$ cat src/rtl/logic_unit_pipe.sv
// ----------------------------------------------------------------------------
// logic_unit_pipe
//   Registered two-operand bitwise logic unit with a valid/ready handshake and
//   a 2-entry in-order output buffer. The result is computed from a/b/op at
//   accept and stored in the buffer; y/out_valid are driven from the head
//   register.
//
//   Parameters:
//     WIDTH  operand/result width (>=1)
//     CNT_W  width of the accepted-transaction counter
//
//   Ports:
//     clk        in   clock, rising edge
//     rst_n      in   asynchronous active-low reset
//     in_valid   in   operand beat valid
//     in_ready   out  buffer has a free slot (registered)
//     a, b       in   operands
//     op         in   operation select (0 and,1 or,2 xor,3 nand,4 nor,
//                     5 xnor,6 a&~b,7 pass a)
//     out_valid  out  head entry holds a result
//     out_ready  in   downstream accepts the head result
//     y          out  head result (holds last value when out_valid=0)
//     txn_count  out  accepted-beat counter, wraps
//
//   Optional feature (macro LOGIC_UNIT_REDUCE_EN):
//     y_and, y_or, y_xor  out  AND/OR/XOR reductions of the head result,
//                              stored per buffer entry alongside y.
// ----------------------------------------------------------------------------
module logic_unit_pipe #(
    parameter int WIDTH = 8,
    parameter int CNT_W = 16
) (
    input  logic             clk,
    input  logic             rst_n,
    input  logic             in_valid,
    output logic             in_ready,
    input  logic [WIDTH-1:0] a,
    input  logic [WIDTH-1:0] b,
    input  logic [2:0]       op,
    output logic             out_valid,
    input  logic             out_ready,
    output logic [WIDTH-1:0] y,
    output logic [CNT_W-1:0] txn_count
`ifdef LOGIC_UNIT_REDUCE_EN
    ,
    output logic             y_and,
    output logic             y_or,
    output logic             y_xor
`endif
);

    typedef enum logic [1:0] {
        OCC_EMPTY = 2'd0,
        OCC_ONE   = 2'd1,
        OCC_FULL  = 2'd2
    } occ_t;

    occ_t             occ, occ_next;
    logic             ready_q;
    logic             push, pop;
    logic [WIDTH-1:0] result;
    logic [WIDTH-1:0] head, tail;
    logic             load_head, load_tail, shift;

    assign push      = in_valid & ready_q;
    assign pop       = out_valid & out_ready;
    assign out_valid = (occ != OCC_EMPTY);
    assign in_ready  = ready_q;
    assign y         = head;

    always_comb begin
        result = '0;
        case (op)
            3'd0: result = a & b;
            3'd1: result = a | b;
            3'd2: result = a ^ b;
            3'd3: result = ~(a & b);
            3'd4: result = ~(a | b);
            3'd5: result = ~(a ^ b);
            3'd6: result = a & ~b;
            default: result = a;
        endcase
    end

    always_comb begin
        occ_next = occ;
        case (occ)
            OCC_EMPTY: if (push) occ_next = OCC_ONE;
            OCC_ONE: begin
                if (push && !pop)      occ_next = OCC_FULL;
                else if (!push && pop) occ_next = OCC_EMPTY;
            end
            OCC_FULL: if (pop) occ_next = OCC_ONE;
            default: occ_next = OCC_EMPTY;
        endcase
    end

    // in_ready is registered from next occupancy, so it never depends
    // combinationally on out_ready; it is 0 during reset and rises on the
    // first edge after release.
    always_ff @(posedge clk or negedge rst_n) begin
        if (!rst_n) begin
            occ     <= OCC_EMPTY;
            ready_q <= 1'b0;
        end else begin
            occ     <= occ_next;
            ready_q <= (occ_next != OCC_FULL);
        end
    end

    // New result goes straight to head when the buffer is empty or when the
    // single entry is popped in the same cycle (no bubble); otherwise it
    // waits in tail until the head is popped.
    assign load_head = push && ((occ == OCC_EMPTY) || ((occ == OCC_ONE) && pop));
    assign load_tail = push && (occ == OCC_ONE) && !pop;
    assign shift     = pop && (occ == OCC_FULL);

    always_ff @(posedge clk or negedge rst_n) begin
        if (!rst_n) begin
            head <= '0;
            tail <= '0;
        end else begin
            if (shift)          head <= tail;
            else if (load_head) head <= result;
            if (load_tail)      tail <= result;
        end
    end

    always_ff @(posedge clk or negedge rst_n) begin
        if (!rst_n)    txn_count <= '0;
        else if (push) txn_count <= txn_count + 1'b1;
    end

`ifdef LOGIC_UNIT_REDUCE_EN
    logic [2:0] result_red, head_red, tail_red;

    assign result_red = {&result, |result, ^result};

    always_ff @(posedge clk or negedge rst_n) begin
        if (!rst_n) begin
            head_red <= '0;
            tail_red <= '0;
        end else begin
            if (shift)          head_red <= tail_red;
            else if (load_head) head_red <= result_red;
            if (load_tail)      tail_red <= result_red;
        end
    end

    assign y_and = head_red[2];
    assign y_or  = head_red[1];
    assign y_xor = head_red[0];
`endif

endmodule

$ cat config.mk
export PLATFORM = sky130hd
export DESIGN_NAME = logic_unit_pipe
export DESIGN_NICKNAME = d
export VERILOG_FILES = /design/src/rtl/logic_unit_pipe.sv
export SDC_FILE = /design/constraint.sdc
export NUM_CORES = 1
export LEC_CHECK = 0
export ABC_CLOCK_PERIOD_IN_PS = 3300
export CAP_MARGIN = 10
export CORE_MARGIN = 2
export CORE_UTILIZATION = 54
export CTS_BUF_LIST = sky130_fd_sc_hd__clkbuf_4
export CTS_CLUSTER_DIAMETER = 60
export CTS_CLUSTER_SIZE = 30
export DETAILED_ROUTE_END_ITERATION = 10
export PLACE_DENSITY = 0.87
export SYNTH_ARGS = -nofsm -noshare
export SYNTH_HDL_FRONTEND = slang
export SYNTH_SLANG_ARGS = --single-unit
$ cat constraint.sdc
create_clock -name clk -period 3.3 [get_ports clk]
set_input_delay 0.99 -clock clk [delete_from_list [all_inputs] [get_ports clk]]
set_output_delay 0.99 -clock clk [all_outputs]
set_load 0.02 [all_outputs]
# Word-level counts from Yosys, hierarchy flattened
# Index checks and enable logic that the tools add are counted.
[op_classes] bitwise=10 addsub=1 n_reduce_logical=14 eq_ne=9 muxes=8
[op_table] operator="one-hot mux 8 bit (7 select lines)" count=1
[op_table] operator="NOT 8 bit" count=4
[op_table] operator="adder 16 x 1 -> 16 bit, second input constant" count=1
[op_table] operator="bitwise AND 8 bit" count=2
[op_table] operator="two-way mux 8 bit" count=2
[op_table] operator="== test 3 bit, second input constant" count=3
[op_table] operator="two-way mux 2 bit" count=4
[op_table] operator="OR 8 bit" count=1
[op_table] operator="XOR 8 bit" count=1
[op_table] operator="logical AND 1 bit" count=7
[op_table] operator="== test 3 x 2 -> 1 bit, second input constant" count=2
[op_table] operator="one-hot mux 2 bit (3 select lines)" count=1
[op_table] operator="nonzero test 2 bit" count=2
[op_table] operator="== test 3 x 1 -> 1 bit, second input constant" count=1
[op_table] operator="zero test 3 bit" count=1
[op_table] operator="bitwise AND 1 bit" count=2
[op_table] operator="== test 2 x 1 -> 1 bit, second input constant" count=1
[op_table] operator="== test 2 bit, second input constant" count=1
[op_table] operator="zero test 1 bit" count=2
[op_table] operator="zero test 2 bit" count=1
[op_table] operator="inequality test 2 bit, second input constant" count=1
[op_table] operator="logical OR 1 bit" count=1
[word_totals] word_cells=47 out_inout_bits=26 inputBits=23 regBits=35

# Depth between registers and ports, before layout
[depth] depth_word=7 depth_mapped=7

# Least setup slack after synthesis
# OpenSTA, ideal clock, no wires.
[synth_path] path_type="input -> register" startpoint="input b[0]" endpoint="register tail[0]" t_arrival_ns=2.187 t_required_ns=3.174 path_stages=6 setup_slack_ns=0.987 n_path_buf=0 cell_sequence="inv_1 ha_1 inv_1 mux4_2 and3_1 a221o_1"
[synth_between] elab_chain_len=3
[synth_lines] item="start: declaration" line="38" rtl="input logic [WIDTH-1:0] b,"
[synth_lines] item="NOT 8 bit (tied with other cells)" line="80" rtl="3'd6: result = a & ~b;"
[synth_lines] item="bitwise AND 8 bit (tied with other cells)" line="80"
[synth_lines] item="one-hot mux 8 bit (7 select lines) (*)" line="73" rtl="case (op)"
[synth_lines] item="end signal: assignment" line="125" rtl="if (load_tail) tail <= result;"
[synth_lines] item="end: declaration" line="62" rtl="logic [WIDTH-1:0] head, tail;"
# Mark *: on every way between the ends. The rest lies on a longest branch, timed or not.
# A chain may end at the register's enable or synchronous reset.

# Final worst setup path
[layout_path] startpoint="register occ[1]" endpoint="output out_valid"
[layout_between] elab_chain_len=1
[layout_lines] item="start: declaration" line="58" rtl="occ_t occ, occ_next;"
[layout_lines] item="start signal: assignment" line="106" rtl="occ <= occ_next;"
[layout_lines] item="nonzero test 2 bit" line="67" rtl="assign out_valid = (occ != OCC_EMPTY);"
[layout_lines] item="end: declaration" line="40" rtl="output logic out_valid,"
# Every way passes these cells.

==> metrics.md <==
| Metric | Value |
|---|---|
| IO Count | 49 |
| Vias in the first global route | 1951 |
| Worst EP required | 2310 ps |
| Routed vias | 1979 |
| RSZ-0062 raised after global routing | false |
| Clock Sinks | 35 |
| Ratio of cells with drive above 1 in the final layout | 10.9% |
| Slew @ Worst Pin | 666 ps |
| Largest area contributor in the netlist | dfrtp_1 |
| Initial Utilization | 56.7% |
| Initial drt markers | 73 |
| Yosys warning count | 0 |
| Cell Int Power | 1.04 mW |
| Post-CTS resize count | 0 |
| Instance count of the mapped netlist | 248 |
| First-pass GRT wire length | 8.67 mm |
| Nets | 352 |
| Post-synth EDFFs | 0 |
| Fmax | 375 MHz |
| Post-synth top cells | dfrtp_1, ha_1, inv_1 |
| DRT Pass-1 Iters | 4 |
| TNS Setup | 0 ps |
| Total gr overflow | 0 |
| Net Switching | 601 uW |
| Worst EP arrival | 1670 ps |
| Max_slew headroom | 55.2% |
| Logic pwr share | 45.2% |
| Syn_nets | 296 |
| Top post-synthesis cells by area | dfrtp_1, ha_1, mux4_2 |
| GRT Total Usage | 20.8% |
| Final ANT Viol Nets | 0 |
| Pwr dens | 524 nW/um^2 |
| WL/cell | 13.5 um |
| Max-slew violations | 0 |
| Drt drc | 0 |
| Core ar. | 4410 um^2 |
| Max FO, Critical Path | 9 |
| Die W | 72.1 um |
| Clock share of power | 12.9% |
| Peak VDD IR | 0.000212 V |
| Critical path type | reg2out |
| Clk pin slew, worst setup/hold paths | 100 ps |
| N_diodes | 0 |
| Skew-Pair Late Insertion Delay | 340 ps |
| Min cycle time layout | 2660 ps |
| Count of final setup violators | 0 |
| Startpoint Class | register |
| Post-Synthesis Cell Area | 2500 um^2 |
| Area of the multi-input gates | 1480 um^2 |
| Vias/cell | 5.56 |
| Final WL | 4.81 mm |
| Post-synth ARST share | 100% |
| Power consumption | 1.64 mW |
| Seq pwr share | 41.9% |
| Post-CTS setup buffers | 0 |
| Cts bufs inserted | 5 |
| #FFs+latches synth | 35 |
| Most numerous cell in the Yosys netlist | dfrtp_1 |
| Fin. Hold Viols | 0 |
| Storage cell area | 876 um^2 |
| Hold slack final | 477 ps |
| Clock skew | 5.52 ps |
| CTS tree | yes |
| Largest net degree at the start of global routing | 36 |
| Hold WC Path Type | reg2reg |
| Die area | 5200 um^2 |
| PortBufs | 48 |
| Core Rows | 24 |
| Sw Ratio | 36.7% |
| Initial antenna violation count | 0 |
| Area Growth Syn to Fin | 24.7% |
| HPWL Detailed | 3.79 mm |
| # fillers | 351 |
| CP endpoint kind | output port |
| GP Congestion | 0.803 |
| Die height | 72.1 um |
| # hold bufs at CTS | 0 |
| Status | completed |
| CTS max path bufs | 2 |
| CTS root buffer | clkbuf_4 |
| Synth top area share | 35.0% |
| Leakage Power | 1.48 nW |
| Number of max-cap violations | 0 |
| Tcrit/Tclk final | 80.7% |
| Syn Area/Cell | 10.1 um^2 |
| H-Tree Depth | 2 |
| Ys flop type | dfrtp_1 |
| Distinct cell type count after synthesis | 35 |
| Sequential cell area fraction in the yosys report | 35.0% |
logic make-up after synthesis:
group                    synth area share (%)
AO/OA/AOI/OAI                            9.64
buffers and inverters                    5.84
adder cells (fa/ha/maj)                  12.5
XOR/XNOR                                 5.24
AND/OR/NAND/NOR                          17.4
flip-flops                               35.0
multiplexers                             14.4
power by group through the flow:
stage | registers [mW] | logic [mW] | clock network (mW)
2_1_floorplan | 0.770 | 0.339 | 0
3_3_place_gp | 0.687 | 0.722 | 0
3_5_place_dp | 0.692 | 0.745 | 0
4_1_cts | 0.684 | 0.747 | 0.221
5_1_grt | 0.702 | 0.811 | 0.240
6_report | 0.686 | 0.740 | 0.211
critical path, stage by stage, from the launching register on:
cell	delay, ps
dfrtp_1	470
or2_2	330
clkdlybuf4s50_1	540
registers in the layout, summed over array words and instances, names as in the netlist:
register,count
y,8
txn_count,16
in_ready,1
occ,2
tail,8
worst paths after layout:
kind | slack [ps] | end | startpoint | depth (start not counted)
setup / recovery | 640 | out_valid | occ[1] | 2
hold / removal | 480 | txn_count[15] | txn_count[15] | 1
setup reg to reg | 1610 | txn_count[13] | txn_count[3] | 4
hold reg to reg | 480 | txn_count[15] | txn_count[15] | 1
max in group asynchronous | 1940 | y[4] | rst_n | 2
min in group asynchronous | 1050 | txn_count[5] | rst_n | 2
through the flow:
step	setup slack, ps	instance area [um^2]	util (%)	cells
final	635	3120	70.8	356
after global placement	416	3080	69.7	349
after floorplan	987	2500	-	248
after global routing	579	3120	70.8	356
after detailed placement	363	3080	69.7	349
after CTS	622	3120	70.8	356
area by class of cell:
cell class,count,area share [%]
multi-input cells,181,47.5
flip-flops and latches,35,28.0
repair buffers,58,18.2
inverters,23,2.76
well taps,52,2.08
clock buffers,5,1.20
clock inverters,2,0.280
layout by cell type, fill, tap and decap left out, drive strengths merged, types with 10 or more instances in the layout:
| master | n |
|---|---|
| inv | 23 |
| xnor2 | 13 |
| nor2 | 17 |
| ha | 25 |
| clkdlybuf4s50 | 48 |
| nand3 | 17 |
| nand2 | 12 |
| dfrtp | 35 |
| buf | 10 |
routing by layer:
metal	track usage (%)	part of all wire [%]
met1	26.9	45
met2	35.3	50
met3	3.89	4.5
met4	6.92	1.2
met5	0	0
No activity file was read; power rests on OpenSTA's default activity.
